**config.mk**
```make
export PLATFORM = sky130hd
export DESIGN_NAME = vx_fpu_csr_file
export DESIGN_NICKNAME = d
export VERILOG_FILES = /design/src/rtl/vx_fpu_csr_file_pkg.sv /design/src/rtl/vx_fpu_csr_file.sv
export SDC_FILE = /design/constraint.sdc
export NUM_CORES = 1
export LEC_CHECK = 0
export CAP_MARGIN = 20
export CORE_MARGIN = 5
export CORE_UTILIZATION = 29
export CTS_CLUSTER_SIZE = 14
export DETAILED_ROUTE_END_ITERATION = 10
export PLACE_DENSITY = 0.53
export SYNTH_ARGS = -nofsm -noshare
export SYNTH_HDL_FRONTEND = slang
export SYNTH_SLANG_ARGS = --single-unit
```
**constraint.sdc**
```tcl
create_clock -name clk -period 1.89 [get_ports clk]
set_clock_uncertainty 0.1 [all_clocks]
set_input_delay 0.2835 -clock clk [delete_from_list [all_inputs] [get_ports clk]]
set_output_delay 0.2835 -clock clk [all_outputs]
set_load 0.05 [all_outputs]
```
**src/rtl/vx_fpu_csr_file_pkg.sv**
```systemverilog
// Shared FP CSR types: field layouts, CSR addresses and CSR-instruction op encodings.
// Imported by the per-warp FP CSR file that sits next to the FPU.
package fpu_types;

  localparam int FFLAGS_W = 5;
  localparam int FRM_W    = 3;

  typedef logic [FFLAGS_W-1:0] fflags_t;  // {NV,DZ,OF,UF,NX}
  typedef logic [FRM_W-1:0]    frm_t;

  // Packed so the 8-bit storage word is bit-identical to fcsr[7:0].
  typedef struct packed {
    frm_t    frm;
    fflags_t fflags;
  } fp_csr_t;

  localparam logic [11:0] CSR_FFLAGS = 12'h001;
  localparam logic [11:0] CSR_FRM    = 12'h002;
  localparam logic [11:0] CSR_FCSR   = 12'h003;

  typedef enum logic [1:0] {
    CSR_OP_RO = 2'd0,
    CSR_OP_RW = 2'd1,
    CSR_OP_RS = 2'd2,
    CSR_OP_RC = 2'd3
  } csr_op_e;

endpackage

```
**src/rtl/vx_fpu_csr_file.sv**
```systemverilog
// Per-warp fflags/frm storage: accumulates FPU flags, serves dynamic rounding mode,
// and executes CSR read-modify-writes with a one-entry registered response slot.
module vx_fpu_csr_file
  import fpu_types::*;
#(
  parameter int NUM_WARPS = 4,
  parameter int NW_BITS   = (NUM_WARPS > 1) ? $clog2(NUM_WARPS) : 1
) (
  input  logic                 clk,
  input  logic                 reset,
  input  logic                 fflags_we,
  input  logic [NW_BITS-1:0]   fflags_wid,
  input  logic [4:0]           fflags_in,
  input  logic [NW_BITS-1:0]   read_wid,
  output logic [2:0]           read_frm,
  input  logic [NUM_WARPS-1:0] fpu_pending,
  input  logic                 csr_req_valid,
  output logic                 csr_req_ready,
  input  logic [NW_BITS-1:0]   csr_req_wid,
  input  logic [11:0]          csr_req_addr,
  input  logic [1:0]           csr_req_op,
  input  logic [31:0]          csr_req_data,
  output logic                 csr_rsp_valid,
  input  logic                 csr_rsp_ready,
  output logic [31:0]          csr_rsp_data,
  output logic [NUM_WARPS-1:0] csr_pending
);

  fp_csr_t              csr_q [NUM_WARPS];
  fp_csr_t              csr_d [NUM_WARPS];
  logic                 rsp_valid_q, rsp_valid_d;
  logic [31:0]          rsp_data_q, rsp_data_d;
  logic [NW_BITS-1:0]   rsp_wid_q, rsp_wid_d;
  logic [NUM_WARPS-1:0] pending_q, pending_d;

  logic        accept;
  logic        addr_hit;
  logic        wr_en;
  fp_csr_t     old_csr;
  fp_csr_t     new_csr;
  logic [31:0] old_val;
  logic [31:0] new_val;
  logic        unused_new_val;

  // Ready never looks at valid, so the requester can't form a combinational loop.
  assign csr_req_ready = (!rsp_valid_q || csr_rsp_ready) && !fpu_pending[csr_req_wid];
  assign accept        = csr_req_valid && csr_req_ready;

  // NOTE: every variable written in always_comb gets a default first; otherwise a path
  // that skips an assignment infers a latch.
  always_comb begin
    old_csr  = csr_q[csr_req_wid];
    addr_hit = 1'b1;
    old_val  = 32'd0;
    case (csr_req_addr)
      CSR_FFLAGS: old_val = {27'd0, old_csr.fflags};
      CSR_FRM:    old_val = {29'd0, old_csr.frm};
      CSR_FCSR:   old_val = {24'd0, old_csr};
      default:    addr_hit = 1'b0;
    endcase

    new_val = old_val;
    case (csr_op_e'(csr_req_op))
      CSR_OP_RW: new_val = csr_req_data;
      CSR_OP_RS: new_val = old_val | csr_req_data;
      CSR_OP_RC: new_val = old_val & ~csr_req_data;
      default:   new_val = old_val;
    endcase
    wr_en = accept && addr_hit && (csr_op_e'(csr_req_op) != CSR_OP_RO);

    // Operand is truncated to the addressed field's width.
    new_csr = old_csr;
    case (csr_req_addr)
      CSR_FFLAGS: new_csr.fflags = new_val[4:0];
      CSR_FRM:    new_csr.frm    = new_val[2:0];
      CSR_FCSR:   new_csr        = new_val[7:0];
      default:    new_csr        = old_csr;
    endcase
  end

  assign unused_new_val = ^new_val[31:8];

  // FPU flags are OR-ed in after the CSR write so a coincident commit is never lost.
  always_comb begin
    for (int w = 0; w < NUM_WARPS; w++) begin
      csr_d[w] = csr_q[w];
      if (wr_en && (csr_req_wid == NW_BITS'(w))) begin
        csr_d[w] = new_csr;
      end
      if (fflags_we && (fflags_wid == NW_BITS'(w))) begin
        csr_d[w].fflags = csr_d[w].fflags | fflags_in;
      end
    end
  end

  always_comb begin
    rsp_valid_d = rsp_valid_q;
    rsp_data_d  = rsp_data_q;
    rsp_wid_d   = rsp_wid_q;
    pending_d   = pending_q;
    if (rsp_valid_q && csr_rsp_ready) begin
      rsp_valid_d          = 1'b0;
      pending_d[rsp_wid_q] = 1'b0;
    end
    // A new accept for the same warp overrides the clear above.
    if (accept) begin
      rsp_valid_d            = 1'b1;
      rsp_data_d             = addr_hit ? old_val : 32'd0;
      rsp_wid_d              = csr_req_wid;
      pending_d[csr_req_wid] = 1'b1;
    end
  end

  // NOTE: the per-warp array is reset like any other flop because software may read
  // fflags/frm before ever writing them and must see zeros (RNE).
  always_ff @(posedge clk or negedge reset) begin
    if (!reset) begin
      for (int w = 0; w < NUM_WARPS; w++) begin
        csr_q[w] <= '0;
      end
      rsp_valid_q <= 1'b0;
      rsp_data_q  <= 32'd0;
      rsp_wid_q   <= '0;
      pending_q   <= '0;
    end else begin
      // NOTE: sequential state uses non-blocking assignment so every flop samples
      // the pre-edge values regardless of statement order.
      for (int w = 0; w < NUM_WARPS; w++) begin
        csr_q[w] <= csr_d[w];
      end
      rsp_valid_q <= rsp_valid_d;
      rsp_data_q  <= rsp_data_d;
      rsp_wid_q   <= rsp_wid_d;
      pending_q   <= pending_d;
    end
  end

  assign read_frm      = csr_q[read_wid].frm;
  assign csr_rsp_valid = rsp_valid_q;
  assign csr_rsp_data  = rsp_data_q;
  assign csr_pending   = pending_q;

endmodule
```
# Word level (Yosys, flattened, before mapping)
# Cells that the tools add are included.
# classes
order_cmp,6
eq_ne,12
muxes,30
bitwise_logic,12
reduce_logical,24
# op_table
cell,count
$pmux 8 s3,2
$mux 5,9
$bmux 8 s2,2
$mux 32,1
$mux 8,4
$eq 12x2->1 const B,2
$or 5x5->5,4
$logic_and 1x1->1,15
$eq 12x1->1 const B,1
$eq 2x2->1 const B,6
$and 8x8->8,1
$mux 4,2
$not 8->8,1
$or 8x8->8,1
$eq 2x1->1 const B,3
$ge 3x3->1 const B,2
$lt 2x3->1 const B,2
$mux 1,6
$not 2->3,2
$pmux 3 s2,1
$and 4x4->4,1
$demux 1 s2,2
$ge 2x1->1 const B,2
$logic_not 2->1,2
other kinds (8),10
# totals
register_bits,71
output_inout_bits,41
wordCells,96

# Logic depth before layout (Yosys ltp)
# Gate-level depths: netlist of run 1.
# depth
depth_word,11
depth_mapped,8
ltp_nobuf,5

# Worst setup path before layout of run 1
# No wires, ideal clock.
# synth_timing
path_type,register -> output
from,register rsp_valid_q (netlist: csr_rsp_valid)
to,output csr_req_ready
arrival_time_ns,1.705
slack_ns,-0.199
stages_incl_launch_ff,4
path_buffers,0
cell_sequence,dfrtp_1 nor2b_1 a21oi_1 nor2b_1
# synth_between
elab_chain_cells,3
# synth_lines
element,line,source
start: declaration,vx_fpu_csr_file.sv:31,"logic rsp_valid_q, rsp_valid_d;"
start signal: assignment,vx_fpu_csr_file.sv:131,rsp_valid_q <= rsp_valid_d;
$logic_not 1->1,vx_fpu_csr_file.sv:46,assign csr_req_ready = (!rsp_valid_q || csr_rsp_ready) && !fpu_pending[csr_req_wid];
$logic_or 1x1->1,vx_fpu_csr_file.sv:46,
$logic_and 1x1->1,vx_fpu_csr_file.sv:46,
end: declaration,vx_fpu_csr_file.sv:18,"output logic csr_req_ready,"
# No other way between the ends.

# Worst setup path in the final report of run 1
# layout_timing
from,register csr_q[7] in the netlist's numbering
to,register csr_q[7] in the netlist's numbering
# layout_between
elab_chain_cells,7
# layout_lines
element,line,source
start: declaration,vx_fpu_csr_file.sv:29,fp_csr_t csr_q [NUM_WARPS];
start signal: indexed assignment,vx_fpu_csr_file.sv:129,csr_q[w] <= csr_d[w];
$bmux 8 s2 *,vx_fpu_csr_file.sv:52,old_csr = csr_q[csr_req_wid];
$mux 8 (not written as such) * (2 in series),vx_fpu_csr_file.sv:52,
$pmux 8 s3,vx_fpu_csr_file.sv:55,case (csr_req_addr)
$and 8x8->8 or $or 8x8->8 (tied branches),"vx_fpu_csr_file.sv:66, vx_fpu_csr_file.sv:65",
$pmux 8 s3,vx_fpu_csr_file.sv:63,case (csr_op_e'(csr_req_op))
$pmux 3 s2 *,vx_fpu_csr_file.sv:73,case (csr_req_addr)
# Every way passes the cells marked *; elsewhere a longest branch is shown, timed or not. The select of a mux whose other input is x is not followed.
# A chain may end at the register's enable or synchronous reset.

==> results of run 1 <==
## layout by cell type (no fill, tap or decap), types with 2 or more instances in the layout
cell / n
nand3_1: 2
nand2b_1: 4
a21oi_1: 10
a22oi_1: 8
dlygate4sd2_1: 3
o21ai_4: 5
mux2_2: 8
a21o_1: 3
clkbuf_8: 5
dfrtp_1: 46
buf_4: 64
a32oi_1: 3
dlymetal6s2s_1: 3
o211ai_1: 15
mux4_2: 11
nand4_1: 5
o21ai_0: 6
nand2_1: 37
clkdlybuf4s50_1: 34
conb_1: 24
mux2_4: 5
inv_1: 2
nor3b_1: 3
a21oi_2: 8
buf_12: 8
nor4_2: 2
buf_6: 4
a41o_1: 5
a22o_1: 10
nor2_1: 8
xor2_1: 6
xnor2_1: 3
## routing by layer
layer,track usage,wire [um],up-vias
met5,0,0,-
met4,0.0369,90,0
met3,0.0239,430,6
met2,0.224,4040,66
met1,0.200,3870,1242
li1,-,-,1203
## worst register-to-register path, delay by kind of cell, from the launching register on
family	cells	cell delay (ns)
compound gates	3	0.42
flops	1	0.41
mux	2	0.82
## through the flow
| stage | total power, W | instances |
|---|---|---|
| floorplan | 0.00163 | 299 |
| global placement | 0.00192 | 502 |
| detailed placement | 0.00192 | 502 |
| CTS | 0.00257 | 513 |
| global route | 0.00269 | 519 |
| finish | 0.00257 | 519 |
## layout make-up
| class | count | area share |
|---|---|---|
| Multi-Input combinational cell | 211 | 0.396 |
| Sequential cell | 47 | 0.280 |
| Timing Repair Buffer | 118 | 0.262 |
| Tap cell | 133 | 0.0395 |
| Clock buffer | 6 | 0.0172 |
| Clock inverter | 2 | 0.00297 |
| Inverter | 2 | 0.00178 |
## worst paths after layout
path	start	to	slack [ns]
worst max-delay path	csr_q[7]$_DFFE_PN0P_	csr_q[7]$_DFFE_PN0P_	0.04
worst min-delay path	reset	csr_q[20]$_DFF_PN0_	0.39
worst max register to register	csr_q[7]$_DFFE_PN0P_	csr_q[7]$_DFFE_PN0P_	0.04
worst min register to register	csr_rsp_data[3]$_DFFE_PN0P_	csr_rsp_data[3]$_DFFE_PN0P_	0.39
max in group asynchronous	reset	csr_rsp_valid$_DFFE_PN0P_	1.07
min in group clk	csr_rsp_data[3]$_DFFE_PN0P_	csr_rsp_data[3]$_DFFE_PN0P_	0.39
## power by group through the flow
| stage | Combinational (W) | Sequential, W | Clock [W] |
|---|---|---|---|
| final | 0.000820 | 0.00112 | 0.000626 |
| after global routing | 0.000871 | 0.00113 | 0.000690 |
| after CTS | 0.000795 | 0.00112 | 0.000651 |
| after detailed placement | 0.000776 | 0.00114 | 0 |
| after global placement | 0.000775 | 0.00114 | 0 |
| after floorplan | 0.000365 | 0.00126 | 0 |
## flip-flops by register name, indices dropped and copies added, names as in the netlist
| signal | cells |
|---|---|
| csr_rsp_valid | 1 |
| csr_q | 32 |
| rsp_wid_q | 2 |
| csr_pending | 4 |
| csr_rsp_data | 8 |
## logic make-up after synthesis
kind of cell / count (synthesis) / share of synthesized area
flops: 47 / 0.404
buf+inv: 42 / 0.0960
compound gates: 77 / 0.203
mux: 25 / 0.139
simple gates: 75 / 0.129
xor+xnor: 9 / 0.0271
other cells: 1 / 0.00129
## repair_timing
action | CTS | global route
cloned | 1 | 0
endpoints found under the hold margin | 47 | 0
setup endpoints to repair | 44 | 36
pin swaps | 4 | 11
hold buffers | 1 | 0
buffers inserted | 2 | 6
resized for setup | 15 | 18
==> results.toml, run 1 <==
[cells_and_area]
num_antenna_cells = 0
synthToLayoutAreaGrowth_pct = 44.8
postLayoutCoreUtil = 0.431
multi_input_area_mm2 = 0.00167
stdcell_area_mm2 = 0.00421
drive_above_1_share = 0.355
fillers = 945
fin_nets = 451
seq_area_mm2 = 0.00118

[route]
ant_nets = 0
drc = 0
firstDrtPassIters = 4
viasPerCell = 4.85
drtIter0Drc = 87
wl_per_cell_um = 16.2
totalWireLength_mm = 8.43
vias = 2517

[yosys]
syn_area_mm2 = 0.00291
synth_commonest_cells = "dfrtp_1 (47), nand2_1 (37), buf_4 (25)"
synth.most_common_cell = "dfrtp_1"
synthTopCellsByArea = "dfrtp_1 (40%), mux4_2 (8.5%), buf_4 (6.5%)"
ys_warn_count = 0
avgSynthCellArea_um2 = 10.5
synthDistinctLibCells = 43
synth_top_area_cell = "dfrtp_1"
yosysSeqAreaShare = 0.404
synthArstFlopShare = 1.00
synth_top_cell_area_share = 0.404
ys_seq_elements = 47
synth_edf_count = 0
dominantRegCellSynth = "dfrtp_1"
syn_inst = 276

[clock_tree]
cts_root_buffer = "clkbuf_8"
clk_pin_slew_ns = 0.09
insertion_delay_ns = 0.30
clkSinkCount = 47
cts_made_buffers = 5
h-tree-depth = 2
cts_tree = "yes"
cts_buffer_depth = 2

[critical_path]
critPathKind = "reg -> reg"
path_cells = "mux4_2 -> a21o_1 -> a21oi_2 -> a21oi_2 -> mux2_4"
cp_top_family = "multiplexers"
cp_num_buf_inv = 0
startpoint_type = "flop"
cp.required_ns = 1.99
cp.depth = 5
cp.arrival_ns = 1.95
crit_top_cell = "a21oi_2"
rr_worst_depth = 5
end_kind = "flop"
cpPeakStageDelay_ns = 0.54
cpMaxStageDelayCell = "mux4_2"
worstPathMaxFanout = 4

[pwr]
p_sw_w = 0.000902
switching_share = 0.351
intPower_w = 0.00167
p_per_area_mw_per_mm2 = 610
p_clk_frac = 0.244
power_leakage_nw = 1.90
pwr-share-comb = 0.319
ir_drop_mv = 0.323
seqPwrFrac = 0.437

[place]
io_buffers = 58
dp_hpwl_mm = 6.50
dp_slack_ns = -0.518
gp_congestion = 0.747
dpl-instance-area_mm2 = 0.00392

[outcome]
outcome = "finished, final reports clean"

[grt]
antenna_found_initial = 0
grt_max_degree = 48
gr-total-overflow = 0
track_usage = 0.141
grt_pass1_vias = 2485
grt_pass1_wl_mm = 13.1

[timing]
hold_violations = 0
report.final.slew_viol_count = 0
slew_headroom = 0.517
tns_ns = 0
setup_viol = 0
finalCritPeriodShare = 0.980
setup_slack_ns = 0.0386
rsz0062_at_grt = "true"
fin_hold_ws_ns = 0.387
tightestPinTransition_ns = 0.723
max_freq_mhz = 540
period_needed_ns = 1.85

[hold_path]
holdCritPathClass = "in -> async"

[die]
coreArea_mm2 = 0.00977
fp.dieH_um = 110
initial_core_util = 0.297
row_count = 36
dieArea_mm2 = 0.0121
io_pins = 107
fp.dieW_um = 110

[run]
drv_cap = 0
No activity file was read; power rests on OpenSTA's default activity.
==> run 2: changes to the inputs <==
- CAP_MARGIN: 20 -> not set
- clock period: 1.89 -> 2.1 ns (I/O delays scaled with it)
==> run 2 against run 1 <==
Effect of this change:
- clock power up 14%
- global-route usage shrank 0.79 points
- total power decreased by 5.3%
- die area stayed put
- non-clock buffer count shrank 14
- combinational power decreased by 13%
- sequential share of layout area grew 1.2 points
- sequential cell count stayed put
- critical path type is now in -> out
==> results.toml, run 2 (synthesis gave the netlist of run 1 again) <==
[clock_tree]
clkSinkCount = 47
cts_tree = "yes"
insertion_delay_ns = 0.30
cts_buffer_depth = 2
cts_made_buffers = 5
clk_pin_slew_ns = 0.09
cts_root_buffer = "clkbuf_8"
h-tree-depth = 2

[critical_path]
rrSetupSlack_ns = 0.24
crit_top_cell = "buf_4"
cp_num_buf_inv = 4
setup.worst_path.start = "csr_req_wid[1]"
cp.required_ns = 1.68
r2r_end = "csr_q[13]$_DFFE_PN0P_"
critPathCapture = "csr_req_ready"
cpMaxStageDelayCell = "dlygate4sd2_1"
critPathKind = "in -> out"
startpoint_type = "primary input"
end_kind = "primary output"
path_cells = "dlygate4sd2_1 -> buf_4 -> mux2i_1 -> a21oi_2 -> buf_4 -> nor2b_4 -> buf_12"
cpPeakStageDelay_ns = 0.31
worstPathMaxFanout = 5
cp.arrival_ns = 1.61
crit-reg2reg-launch = "csr_q[5]$_DFFE_PN0P_"
cp_top_family = "buffers and inverters"
rr_worst_depth = 5
cp.depth = 7

[die]
fp.dieW_um = 110
coreArea_mm2 = 0.00977
io_pins = 107
dieArea_mm2 = 0.0121
row_count = 36
fp.dieH_um = 110
initial_core_util = 0.297

[timing]
period_needed_ns = 2.02
slew_headroom = 0.495
tightestPinTransition_ns = 0.756
report.final.slew_viol_count = 0
setup_viol = 0
hold_violations = 0
rsz0062_at_grt = "true"
setup_slack_ns = 0.0752
max_freq_mhz = 494
finalCritPeriodShare = 0.964

[route]
firstDrtPassIters = 4
drc = 0
drtIter0Drc = 71
totalWireLength_mm = 7.98
vias = 2433
ant_nets = 0
wl_per_cell_um = 15.8
viasPerCell = 4.83

[place]
dp_slack_ns = -0.334
dp_hpwl_mm = 6.33
dpl-instance-area_mm2 = 0.00384
dp_cells = 496
io_buffers = 58
gp_congestion = 0.780

[cells_and_area]
layout_commonest_cell = "clkdlybuf4s50_1"
top_register = "csr_q"
fillers = 986
synthToLayoutAreaGrowth_pct = 38.5
num_antenna_cells = 0
stdcell_area_mm2 = 0.00403
fin_cells = 504
final_cell_mix = "clkdlybuf4s50_1 (50), dfrtp_1 (47), buf_4 (42)"
drive_above_1_share = 0.278
largest_reg_flops = 32
fin_nets = 436

[outcome]
outcome = "finished, final reports clean"

[grt]
grt_max_degree = 25
antenna_found_initial = 0
gr-total-overflow = 0
grt_use_met1 = 0.184
grtUsageMet2 = 0.218
top_usage_layer = "met2"
grt_pass1_vias = 2320
track_usage = 0.133
grtUsageMet3 = 0.0221
grt_pass1_wl_mm = 12.4

[pwr]
switching_share = 0.323
intPower_w = 0.00165
p_per_area_mw_per_mm2 = 604
p_clk_frac = 0.293
pwr-share-comb = 0.292
ir_drop_mv = 0.353
p_sw_w = 0.000787
seqPwrFrac = 0.414
power_leakage_nw = 1.78

[run]
drv_cap = 0

[hold_path]
holdCritPathClass = "reg -> reg"
-- run 2: cell count changes in the layout (fill, tap and decap cells not counted), moves of 2 or more --
| cell | previous run | this run |
|---|---|---|
| buf_4 | 64 | 42 |
| dlygate4sd2_1 | 3 | 1 |
| mux2_4 | 5 | 1 |
| a21oi_4 | 0 | 2 |
| o21ai_4 | 5 | 0 |
| buf_12 | 8 | 3 |
| o21ai_2 | 0 | 5 |
| mux2_2 | 8 | 12 |
| clkdlybuf4s50_1 | 34 | 50 |
-- run 2: area by class of cell --
class / instances / area [um2] / share of cell area
multi-input combinational: 210 / 1590 / 0.394
sequential: 47 / 1180 / 0.292
timing repair buffer: 104 / 970 / 0.241
tap: 133 / 166 / 0.0413
clock buffer: 6 / 82.6 / 0.0205
clock inverter: 2 / 38.8 / 0.00963
inverter: 2 / 7.51 / 0.00186
-- run 2: worst min path at each step --
stage | from | cells after the start | end
6_report | csr_rsp_data[3]$_DFFE_PN0P_ | 2 | csr_rsp_data[3]$_DFFE_PN0P_
3_3_place_gp | reset | 1 | csr_q[11]$_DFF_PN0_
2_1_floorplan | reset | 0 | csr_pending[0]$_DFF_PN0_
5_1_grt | csr_req_wid[1] | 2 | rsp_wid_q[1]$_DFFE_PN0P_
3_5_place_dp | reset | 1 | csr_q[27]$_DFF_PN0_
4_1_cts | csr_rsp_data[3]$_DFFE_PN0P_ | 2 | csr_rsp_data[3]$_DFFE_PN0P_
-- run 2: layer usage --
metal,up-vias,wire length (um)
li1,1167,-
met1,1207,3620
met2,55,3900
met3,4,381
met4,0,80
met5,-,0
-- run 2: what timing repair did --
action	CTS	global route
pin swaps	0	2
endpoints found under the setup margin	5	34
resized for setup	10	6
endpoints found under the hold margin	23	0
hold buffers	1	0
setup buffers	0	0
-- run 2: per-stage QoR --
| step | total power [W] | util | TNS, ns | hold slack (ns) |
|---|---|---|---|---|
| floorplan | 0.00146 | - | 0 | -0.0806 |
| global placement | 0.00172 | 0.393 | -11.00 | 0.243 |
| detailed placement | 0.00173 | 0.393 | -12.02 | 0.259 |
| CTS | 0.00246 | 0.409 | 0 | 0.394 |
| global route | 0.00254 | 0.412 | -0.0289 | 0.422 |
| finish | 0.00243 | 0.412 | 0 | 0.382 |
-- run 2: worst min-delay path, delay by kind of cell, from the launching register on --
kind               cells  cell delay [ns]
DFF                    1             0.35
and+or+nand+nor        1             0.04
AOI/OAI and AO/OA      1             0.05
-- run 2: power groups by stage --
stage               registers [W]  logic (W)  clock network [W]
detailed placement        0.00103   0.000700                  0
global placement          0.00102   0.000698                  0
finish                    0.00101   0.000710           0.000714
global route              0.00102   0.000756           0.000765
CTS                       0.00101   0.000713           0.000737
floorplan                 0.00114   0.000328                  0
